$ cat config.mk
export PLATFORM = sky130hd
export DESIGN_NAME = cnn_rd_arb
export DESIGN_NICKNAME = d
export VERILOG_FILES = /design/src/rtl/cnn_rd_arb.sv
export SDC_FILE = /design/constraint.sdc
export NUM_CORES = 1
export LEC_CHECK = 0
export BUFFER_PORTS_ARGS = -buffer_cell sky130_fd_sc_hd__buf_2
export CORE_AREA = 2 2 143 145
export CTS_CLUSTER_DIAMETER = 100
export CTS_CLUSTER_SIZE = 12
export DETAILED_ROUTE_END_ITERATION = 10
export DIE_AREA = 0 0 145 147
export SLEW_MARGIN = 20
export SYNTH_ARGS = -nofsm -noshare
export SYNTH_HDL_FRONTEND = slang
export SYNTH_SLANG_ARGS = --single-unit
$ cat constraint.sdc
create_clock -name clk -period 2.1 [get_ports clk]
set_input_delay 0.105 -clock clk [delete_from_list [all_inputs] [get_ports clk]]
set_output_delay 0.105 -clock clk [all_outputs]
set_load 0.02 [all_outputs]
$ cat src/rtl/cnn_rd_arb.sv
// cnn_rd_arb: round-robin arbiter that shares one memory read port among the
// three CNN read clients (0 = picture, 1 = weights, 2 = bias). One transaction
// is outstanding at a time; the returned data is registered and broadcast,
// with a one-cycle cl_valid pulse to the served client.
//
// Optional feature: define CNN_RD_ARB_WDOG_EN to enable a watchdog. It bounds
// the time spent in ISSUE/WAIT to WDOG_CYCLES cycles and sets a sticky wdog_err.
// The WDOG_CYCLES parameter exists only when the macro is defined.
//
// Ports:
//   clk, rst         clock, synchronous active-high reset
//   cl_req           per-client request, held until that client's cl_valid
//   cl_addr/cl_size  per-client address/size, client i in slice i
//   cl_gnt           one-hot grant, held from grant until RELEASE
//   cl_valid         one-cycle pulse to the served client
//   cl_data          registered return data (broadcast)
//   mem_req          memory read request
//   mem_start_addr   latched address of the granted client
//   mem_size_bytes   latched, clamped size of the granted client
//   mem_ack          memory accepted the request
//   mem_valid        memory read data valid
//   mem_data         memory read data
//   busy             high whenever the FSM is not idle
//   wdog_err         sticky watchdog error (0 when the watchdog is disabled)
module cnn_rd_arb #(
   parameter int unsigned ADDR_WIDTH      = 19,
   parameter int unsigned MEM_DATA_BUS    = 128,
   parameter int unsigned MAX_BYTES_TO_RD = 20,
   parameter int unsigned SIZE_WIDTH      = 5
`ifdef CNN_RD_ARB_WDOG_EN
   ,
   parameter int unsigned WDOG_CYCLES     = 255
`endif
) (
   input  logic                      clk,
   input  logic                      rst,
   input  logic [2:0]                cl_req,
   input  logic [3*ADDR_WIDTH-1:0]   cl_addr,
   input  logic [3*SIZE_WIDTH-1:0]   cl_size,
   output logic [2:0]                cl_gnt,
   output logic [2:0]                cl_valid,
   output logic [MEM_DATA_BUS-1:0]   cl_data,
   output logic                      mem_req,
   output logic [ADDR_WIDTH-1:0]     mem_start_addr,
   output logic [SIZE_WIDTH-1:0]     mem_size_bytes,
   input  logic                      mem_ack,
   input  logic                      mem_valid,
   input  logic [MEM_DATA_BUS-1:0]   mem_data,
   output logic                      busy,
   output logic                      wdog_err
);

   typedef enum logic [1:0] {
      S_IDLE    = 2'd0,
      S_ISSUE   = 2'd1,
      S_WAIT    = 2'd2,
      S_RELEASE = 2'd3
   } state_t;

   state_t                  state;
   state_t                  state_nxt;

   logic [1:0]              rr_ptr;
   logic                    zlen;          // granted request has size 0

   logic [1:0]              win_idx;
   logic                    win_found;
   logic [1:0]              cand;
   logic [ADDR_WIDTH-1:0]   sel_addr;
   logic [SIZE_WIDTH-1:0]   sel_size_raw;
   logic [SIZE_WIDTH-1:0]   sel_size;

   logic [1:0]              rr_ptr_nxt;
   logic                    zlen_nxt;
   logic [2:0]              cl_gnt_nxt;
   logic [2:0]              cl_valid_nxt;
   logic [MEM_DATA_BUS-1:0] cl_data_nxt;
   logic                    mem_req_nxt;
   logic [ADDR_WIDTH-1:0]   mem_start_addr_nxt;
   logic [SIZE_WIDTH-1:0]   mem_size_bytes_nxt;

   logic                    wdog_hit_c;

   // Round-robin pick: search rr_ptr+1, rr_ptr+2, rr_ptr (mod 3)
   always_comb begin
      win_idx   = 2'd0;
      win_found = 1'b0;
      cand      = rr_ptr;
      for (int k = 0; k < 3; k++) begin
         cand = (cand == 2'd2) ? 2'd0 : cand + 2'd1;
         if (!win_found && cl_req[cand]) begin
            win_idx   = cand;
            win_found = 1'b1;
         end
      end
   end

   // Winner's address and clamped size
   always_comb begin
      sel_addr     = cl_addr[win_idx*ADDR_WIDTH +: ADDR_WIDTH];
      sel_size_raw = cl_size[win_idx*SIZE_WIDTH +: SIZE_WIDTH];
      sel_size     = (sel_size_raw > SIZE_WIDTH'(MAX_BYTES_TO_RD))
                     ? SIZE_WIDTH'(MAX_BYTES_TO_RD) : sel_size_raw;
   end

`ifdef CNN_RD_ARB_WDOG_EN
   localparam int unsigned WDOG_W = $clog2(WDOG_CYCLES + 1);

   logic [WDOG_W-1:0] wdog_cnt;

   // Trips on the WDOG_CYCLES-th cycle spent in the current ISSUE/WAIT state
   assign wdog_hit_c = ((state == S_ISSUE) || ((state == S_WAIT) && !zlen)) &&
                       (wdog_cnt == WDOG_W'(WDOG_CYCLES - 1));

   // Cleared on entry to ISSUE or WAIT, counts while in either
   always_ff @(posedge clk) begin
      if (rst) begin
         wdog_cnt <= '0;
      end else if ((state_nxt != state) &&
                   ((state_nxt == S_ISSUE) || (state_nxt == S_WAIT))) begin
         wdog_cnt <= '0;
      end else if ((state == S_ISSUE) || (state == S_WAIT)) begin
         wdog_cnt <= wdog_cnt + WDOG_W'(1);
      end
   end

   // Sticky error flag
   always_ff @(posedge clk) begin
      if (rst) begin
         wdog_err <= 1'b0;
      end else if (wdog_hit_c) begin
         wdog_err <= 1'b1;
      end
   end
`else
   assign wdog_hit_c = 1'b0;
   assign wdog_err   = 1'b0;
`endif

   // State register
   always_ff @(posedge clk) begin
      if (rst) begin
         state <= S_IDLE;
      end else begin
         state <= state_nxt;
      end
   end

   // Next-state logic; a zero-size grant passes through WAIT for one cycle
   // so its cl_valid lands one cycle after the grant, like a real read
   always_comb begin
      state_nxt = state;
      unique case (state)
         S_IDLE: begin
            if (win_found) begin
               state_nxt = (sel_size == '0) ? S_WAIT : S_ISSUE;
            end
         end
         S_ISSUE: begin
            if (wdog_hit_c) begin
               state_nxt = S_RELEASE;
            end else if (mem_ack) begin
               state_nxt = mem_valid ? S_RELEASE : S_WAIT;
            end
         end
         S_WAIT: begin
            if (zlen || mem_valid || wdog_hit_c) begin
               state_nxt = S_RELEASE;
            end
         end
         S_RELEASE: begin
            state_nxt = S_IDLE;
         end
         default: state_nxt = S_IDLE;
      endcase
   end

   // Next values of the registered outputs
   always_comb begin
      rr_ptr_nxt         = rr_ptr;
      zlen_nxt           = zlen;
      cl_gnt_nxt         = cl_gnt;
      cl_valid_nxt       = 3'b000;
      cl_data_nxt        = cl_data;
      mem_req_nxt        = mem_req;
      mem_start_addr_nxt = mem_start_addr;
      mem_size_bytes_nxt = mem_size_bytes;
      unique case (state)
         S_IDLE: begin
            if (win_found) begin
               cl_gnt_nxt         = 3'b001 << win_idx;
               rr_ptr_nxt         = win_idx;
               mem_start_addr_nxt = sel_addr;
               mem_size_bytes_nxt = sel_size;
               zlen_nxt           = (sel_size == '0);
               mem_req_nxt        = (sel_size != '0);
            end
         end
         S_ISSUE: begin
            if (wdog_hit_c) begin
               mem_req_nxt  = 1'b0;
               cl_valid_nxt = cl_gnt;
               cl_data_nxt  = '0;
            end else if (mem_ack) begin
               mem_req_nxt = 1'b0;
               if (mem_valid) begin
                  cl_valid_nxt = cl_gnt;
                  cl_data_nxt  = mem_data;
               end
            end
         end
         S_WAIT: begin
            if (zlen || wdog_hit_c) begin
               cl_valid_nxt = cl_gnt;
               cl_data_nxt  = '0;
            end else if (mem_valid) begin
               cl_valid_nxt = cl_gnt;
               cl_data_nxt  = mem_data;
            end
         end
         S_RELEASE: begin
            cl_gnt_nxt = 3'b000;
         end
         default: cl_gnt_nxt = 3'b000;
      endcase
   end

   // Output and context registers; reset abandons any transaction in flight
   always_ff @(posedge clk) begin
      if (rst) begin
         rr_ptr         <= 2'd2;
         zlen           <= 1'b0;
         cl_gnt         <= 3'b000;
         cl_valid       <= 3'b000;
         cl_data        <= '0;
         mem_req        <= 1'b0;
         mem_start_addr <= '0;
         mem_size_bytes <= '0;
         busy           <= 1'b0;
      end else begin
         rr_ptr         <= rr_ptr_nxt;
         zlen           <= zlen_nxt;
         cl_gnt         <= cl_gnt_nxt;
         cl_valid       <= cl_valid_nxt;
         cl_data        <= cl_data_nxt;
         mem_req        <= mem_req_nxt;
         mem_start_addr <= mem_start_addr_nxt;
         mem_size_bytes <= mem_size_bytes_nxt;
         busy           <= (state_nxt != S_IDLE);
      end
   end

endmodule

==> key figures, run 1 <==
Routing
  – Vias: 7,307
  – Post-route ant nets: 0
  – DR iter-0 viols: 491
  – Via-to-Cell Ratio: 4.748
  – TritonRoute pass-1 iters: 7
  – Routed length per placed instance: 14.84 um
  – Final WL: 22.85 mm
  – Post-route DRC violation count: 0

Floorplanning
  – Die area: 0.02132 sq mm
  – Starting Density: 0.3134
  – Die boundary height: 147 um
  – Core ar.: 0.01984 sq mm
  – # IOs: 368
  – Site row count: 52
  – DIE WIDTH: 145 um

Timing
  – Sum of negative setup slack: 0 ns
  – Max frequency: 500.5 MHz
  – Max transition margin: 0.6286
  – Slew Viols, Final: 0
  – Hold slack: 0.07105 ns
  – Final period util: 0.9514
  – Min Tclk post-route: 1.998 ns
  – Skew final: 0.007250 ns
  – Worst-margin pin slew: 0.5571 ns
  – Hold Fails Final Rpt: 0
  – Finish-stage setup viols: 0
  – Unrepaired setup endpoints after global routing: no

Power and ir drop
  – P per Cell Area: 1121 mW/mm^2
  – Peak supply drop: 0.0005060 V
  – Leakage power: 0.004740 uW

Global route
  – Vias in the first global route: 7,210
  – Largest net degree at the start of global routing: 54
  – First-pass GRT wire length: 36.20 mm
  – Grt ovf: 0
  – Global-route usage over all layers: 0.2087
  – Initial antenna violation count: 1

Clock tree
  – H-Tree Depth: 4
  – Worst-Skew Late Latency: 0.42 ns
  – CTS Buf Count: 17
  – CTS tree: done
  – CTS Root Buffer Type: clkbuf_16
  – Clock sink total: 165
  – Clock slew at reported path FFs: 0.07 ns
  – Clock Path Buffers: 2

Placement
  – Hpwl dp: 15.39 mm
  – PortBufs: 366
  – Placed Cells: 1,375
  – Gpl congestion: 0.8141

Job
  – Max-cap violations: 0

Setup path
  – Critical path launch point type: flop
  – Critical Path AT: 2.36 ns
  – Crit path capture type: flop
  – R2R setup slack: 0.10 ns
  – Reg2reg end: mem_size_bytes[3]$_SDFFE_PP0P_
  – Required time of the critical path: 2.46 ns
  – Setup CP Type: flop to flop
  – Worst r2r path cells: 6
  – Worst Path Max Fanout: 5
  – R2r startpoint: rr_ptr[0]$_SDFFE_PP0P_

Synthesis
  – Top-count cell post-synth: nand2_1
  – Ys async rst share: 0
  – Synthesized instance count: 773
  – Leading area contributor after synthesis: dfxtp_1
  – Mapped cell area: 0.006220 sq mm
  – Post-synth net total: 985
  – Synth unique cells: 36
  – Synth Flop Type: dfxtp_1
  – Yosys top cell area share: 0.5311
  – Number of synthesis warnings: 0
  – Commonest cells in the synthesized netlist: nand2_1 (270), dfxtp_1 (165), a21oi_1 (136), clkbuf_1 (52), nor2_1 (29)
  – Yosys reg bits: 165
  – Mean Syn Cell Area: 8.046 sq um
  – Synth area leaders: dfxtp_1 (53%), nand2_1 (16%), a21oi_1 (11%), a222oi_1 (3.5%), clkbuf_1 (3.1%)
  – EDFF count, synth: 0
  – Sequential area share after synthesis: 0.5311

Final layout
  – Non-Filler Instances: 1,539
  – Area Growth Syn to Fin: 67.39%
  – Share of layout cells above drive strength 1: 0.3446
  – Final Net Count: 1,468

Min path
  – Hold path endpoint: mem_start_addr[6]$_SDFFE_PP0P_
  – Hold_sp: cl_addr[25]
  – HP Class: input pin to flop
  – WHS Path Cells: 3

Status
  – Outcome: completed
-- power by group --
group / internal [uW] / total (uW) / leakage, uW / switching (uW)
Clock: 1760 / 3060 / 0.000276 / 1290
Sequential: 3790 / 4120 / 0.00134 / 336
Combinational: 1690 / 4490 / 0.00312 / 2810
Total: 7240 / 11700 / 0.00474 / 4440
-- cell type report --
type                       instances  area [sq um]
timing repair buffer             521          3423
antenna                            1         2.502
fill                            1840          9433
tap                              270         337.8
clock inverter                     9         92.59
inverter                           8         30.03
multi-input combinational        543          2733
clock buffer                      22         484.2
sequential                       165          3308
-- kinds of logic (layout without fill, tap and decap cells) --
kind of cell             after synthesis  count (layout)  synth area share
buffers and inverters                 66             560           0.04104
other                                  1               2         0.0006029
AO/OA/AOI/OAI                        214             214            0.2128
adder cells (fa/ha/maj)                5               5           0.01006
flip-flops                           165             165            0.5311
AND/OR/NAND/NOR                      322             323            0.2044
-- flip-flops by register name (all words and copies together), names as in the netlist --
register        count
mem_size_bytes      5
cl_valid            3
rr_ptr              2
cl_data           128
mem_start_addr     19
state               2
zlen                1
mem_req             1
cl_gnt              3
busy                1
-- placed cells by master, fill, tap and decap left out, types with 2 or more instances in the layout --
cell / netlist / routed
a311oi_1: 2 / 2
a21o_1: 2 / 2
nor3_1: 3 / 3
a211oi_1: 23 / 23
a21oi_1: 136 / 135
clkbuf_16: 0 / 17
dlygate4sd3_1: 0 / 128
inv_6: 0 / 3
ha_1: 5 / 5
nor2b_1: 3 / 3
clkinvlp_4: 0 / 3
buf_2: 0 / 366
nor3b_1: 2 / 2
clkbuf_8: 0 / 4
a22oi_1: 5 / 5
and2_1: 5 / 4
nand2_1: 270 / 269
o32ai_1: 4 / 3
o21ai_0: 7 / 6
o41ai_1: 4 / 3
inv_1: 8 / 8
nand3b_1: 3 / 3
dfxtp_1: 165 / 163
nand2b_1: 3 / 2
buf_4: 2 / 18
a211o_1: 2 / 2
a222oi_1: 22 / 22
nor2_1: 29 / 28
buf_12: 0 / 8
-- timing repair --
item / CTS / global route
endpoints found under the setup margin: 1 / 64
buffers inserted: 0 / 3
hold buffers: 128 / 0
pin swaps: 0 / 4
gates resized for setup: 1 / 14
endpoints found under the hold margin: 128 / 0
gates cloned: 0 / 1
-- critical path: stages (launching register included) --
cell	delay (ns)
dfxtp_4	0.36
nand2b_4	0.14
a22o_4	0.24
a222oi_1	0.41
buf_4	0.21
or4b_4	0.46
a21oi_2	0.12
-- metal layers --
layer,global-route usage,up-vias,part of all wire
met5,0,-,0
met4,0.09703,0,0.031
met3,0.05155,53,0.061
met2,0.3562,289,0.50
met1,0.2484,3362,0.41
li1,-,3603,-
-- how the worst max path moves through the flow --
stage                                start                        endpoint  slack (ns)  cells past startpoint
floorplan           rr_ptr[0]$_SDFFE_PP0P_  mem_size_bytes[3]$_SDFFE_PP0P_        0.24                      5
global placement    rr_ptr[1]$_SDFFE_PP1P_             state[1]$_SDFF_PP0_      -0.006                      5
detailed placement  rr_ptr[1]$_SDFFE_PP1P_             state[1]$_SDFF_PP0_       -0.04                      5
CTS                 rr_ptr[0]$_SDFFE_PP0P_  mem_size_bytes[3]$_SDFFE_PP0P_        0.02                      6
global route        rr_ptr[1]$_SDFFE_PP1P_  mem_size_bytes[3]$_SDFFE_PP0P_       0.003                      6
finish              rr_ptr[0]$_SDFFE_PP0P_  mem_size_bytes[3]$_SDFFE_PP0P_        0.10                      6
-- metrics by stage --
stage / setup WS [ns] / util / power, uW / instance area, sq um
after floorplan: 0.2358 / - / 6775 / 6220
after global placement: -0.005954 / 0.4266 / 8344 / 8466
after detailed placement: -0.04417 / 0.4266 / 8378 / 8466
after CTS: 0.01652 / 0.5206 / 11670 / 10330
after global routing: 0.002726 / 0.5247 / 12380 / 10410
final: 0.1021 / 0.5247 / 11670 / 10410
Power figures use the tool's default switching activity.
==> run 2, diff against run 1 <==
==> constraint.sdc (replaced) <==
create_clock -name clk -period 1.9 [get_ports clk]
set_input_delay 0.095 -clock clk [delete_from_list [all_inputs] [get_ports clk]]
set_output_delay 0.095 -clock clk [all_outputs]
set_load 0.02 [all_outputs]
==> key figures, run 2 (same netlist as run 1, synthesis figures left out) <==
Job
  – Max-cap violations: 0 (unchanged)

Global route
  – Vias in the first global route: 7,278 (+0.94%)
  – Global-route usage over all layers: 0.2071 (-0.001677)
  – First-pass GRT wire length: 36.09 mm (-0.31%)
  – Initial antenna violation count: 2 (+1)
  – Grt ovf: 0 (unchanged)
  – Largest net degree at the start of global routing: 70 (+30%)

Setup path
  – Crit path to: mem_size_bytes[3]$_SDFFE_PP0P_
  – Reg2reg end: mem_size_bytes[3]$_SDFFE_PP0P_
  – Worst r2r path cells: 6 (unchanged)
  – Critical Path AT: 2.24 ns (-0.12 ns)
  – Slowest CP cell: or4b_1
  – Cell Chain, Critical Path: nand2b_1, a22o_1, a222oi_1, buf_4, or4b_1, a21oi_1
  – Crit-path max cell delay: 0.43 ns (-0.03 ns)
  – R2r startpoint: rr_ptr[0]$_SDFFE_PP0P_
  – R2R setup slack: 0.01 ns (-0.09 ns)
  – Setup CP Type: flop to flop
  – Required time of the critical path: 2.25 ns (-0.21 ns)
  – Critical path launch point type: flop
  – Crit. Startpoint: rr_ptr[0]$_SDFFE_PP0P_
  – Crit path capture type: flop
  – Worst Path Max Fanout: 6 (+1)

Final layout
  – Most frequent cells in the layout: buf_2 (366), nand2_1 (269), dfxtp_1 (164), a21oi_1 (136), dlygate4sd3_1 (128)
  – Largest Register: cl_data
  – Area Growth Syn to Fin: 70.61%
  – Share of layout cells above drive strength 1: 0.3459 (+0.001216)
  – Max reg flops: 128 (unchanged)
  – Final Net Count: 1,478 (+0.68%)
  – Design area: 0.01061 sq mm (+1.9%)
  – Commonest non-fill, non-tap cell in the layout: buf_2
  – Top flop regs: cl_data (128), mem_start_addr (19), mem_size_bytes (5)

Routing
  – TritonRoute pass-1 iters: 9 (+2)
  – Vias: 7,431 (+1.7%)
  – DR iter-0 viols: 487 (-0.81%)
  – Final WL: 23.50 mm (+2.9%)
  – Routed length per placed instance: 15.17 um (+2.2%)
  – Post-route DRC violation count: 0 (unchanged)
  – Post-route ant nets: 0 (unchanged)
  – Via-to-Cell Ratio: 4.797 (+1.0%)

Clock tree
  – CTS tree: done
  – Clock Path Buffers: 2 (unchanged)
  – CTS Root Buffer Type: clkbuf_16
  – Worst-Skew Late Latency: 0.43 ns (about the same)
  – Clock sink total: 165 (unchanged)
  – CTS Buf Count: 17 (unchanged)
  – H-Tree Depth: 4 (unchanged)
  – Clock slew at reported path FFs: 0.07 ns (about the same)

Floorplanning
  – Core ar.: 0.01984 sq mm (unchanged)
  – DIE WIDTH: 145 um (unchanged)
  – # IOs: 368 (unchanged)
  – Die area: 0.02132 sq mm (unchanged)
  – Site row count: 52 (unchanged)
  – Die boundary height: 147 um (unchanged)
  – Starting Density: 0.3134 (unchanged)

Status
  – Outcome: completed

Timing
  – Unrepaired setup endpoints after global routing: yes
  – Hold slack: 0.04687 ns (-0.02419 ns)
  – Post-route setup slack: 0.01284 ns (-0.08927 ns)
  – Hold Fails Final Rpt: 0 (unchanged)
  – Skew final: 0.007437 ns (+0.0001870 ns)
  – Finish-stage setup viols: 0 (unchanged)
  – Max frequency: 529.9 MHz (+5.9%)
  – Slew Viols, Final: 0 (unchanged)
  – Final period util: 0.9932 (+0.04187)
  – Min Tclk post-route: 1.887 ns (-0.1107 ns)

Placement
  – Hpwl dp: 15.14 mm (-1.6%)
  – PortBufs: 366 (unchanged)
  – Placed cell area: 0.008538 sq mm (+0.86%)
  – Gpl congestion: 0.8179 (+0.47%)
  – Post-Place Setup Slack: 0.005784 ns (+0.04996 ns)

Min path
  – HP Class: input pin to flop

Power and ir drop
  – Leakage power: 0.004848 uW (+2.3%)
  – Peak supply drop: 0.0005855 V (+16%)
  – P per Cell Area: 1280 mW/mm^2 (+14%)
[run 2: cell count changes in the layout (fill, tap and decap cells not counted), moves of 2 or more]
cell,delta
clkbuf_8,-4
bufinv_16,+3
clkbuf_16,+4
inv_8,+4
clkinvlp_4,-2
buf_16,+2
buf_4,+7
[run 2: critical path, delay by kind of cell (launching register included)]
kind,cells,cell delay [ns]
AO/OA/AOI/OAI,3,0.69
AND/OR/NAND/NOR,2,0.60
flip-flops,1,0.34
buffers and inverters,1,0.19
[run 2: worst min-delay path by stage]
stage | to | startpoint | cells after the start
final | busy$_SDFF_PP0_ | rst | 2
after global routing | state[0]$_SDFF_PP0_ | rst | 2
after CTS | busy$_SDFF_PP0_ | rst | 2
after global placement | cl_data[4]$_SDFFE_PP0P_ | mem_data[4] | 3
after detailed placement | cl_data[80]$_SDFFE_PP0P_ | mem_data[80] | 3
after floorplan | cl_data[0]$_SDFFE_PP0P_ | mem_data[0] | 2
[run 2: area by class of cell]
class | instances | area (sq um)
inverters | 8 | 30.03
well taps | 270 | 337.8
fillers | 1819 | 9233
flip-flops and latches | 165 | 3304
repair buffers | 532 | 3596
clock inverters | 14 | 212.7
multi-input cells | 542 | 2703
clock buffers | 17 | 425.4
diodes | 1 | 2.502
[run 2: per-layer routing]
layer,routed length (um),GRT usage
met4,1078,0.1233
met1,9395,0.2361
met2,11380,0.3517
met5,0,0
met3,1650,0.05280
[run 2: timing repair]
action,4_1_cts,5_1_grt
gates cloned,0,4
hold buffers,128,0
gates resized for setup,1,8
setup buffers,0,2
pin swaps,0,4
endpoints found under the hold margin,128,0
endpoints found under the setup margin,2,107
[run 2: report_power, final]
group / leakage [uW] / internal [uW] / switching, uW
logic: 0.00319 / 2080 / 3180
registers: 0.00134 / 4180 / 370
clock network: 0.000312 / 2240 / 1530
[run 2: per-stage QoR]
stage / util / total power, uW / std cells / setup TNS, ns
6_report: 0.5347 / 13590 / 1549 / 0
5_1_grt: 0.5347 / 14370 / 1549 / -0.08378
4_1_cts: 0.5270 / 13440 / 1542 / 0
3_5_place_dp: 0.4303 / 9400 / 1383 / 0
3_3_place_gp: 0.4303 / 9370 / 1383 / -0.04082
2_1_floorplan: - / 7488 / 773 / 0
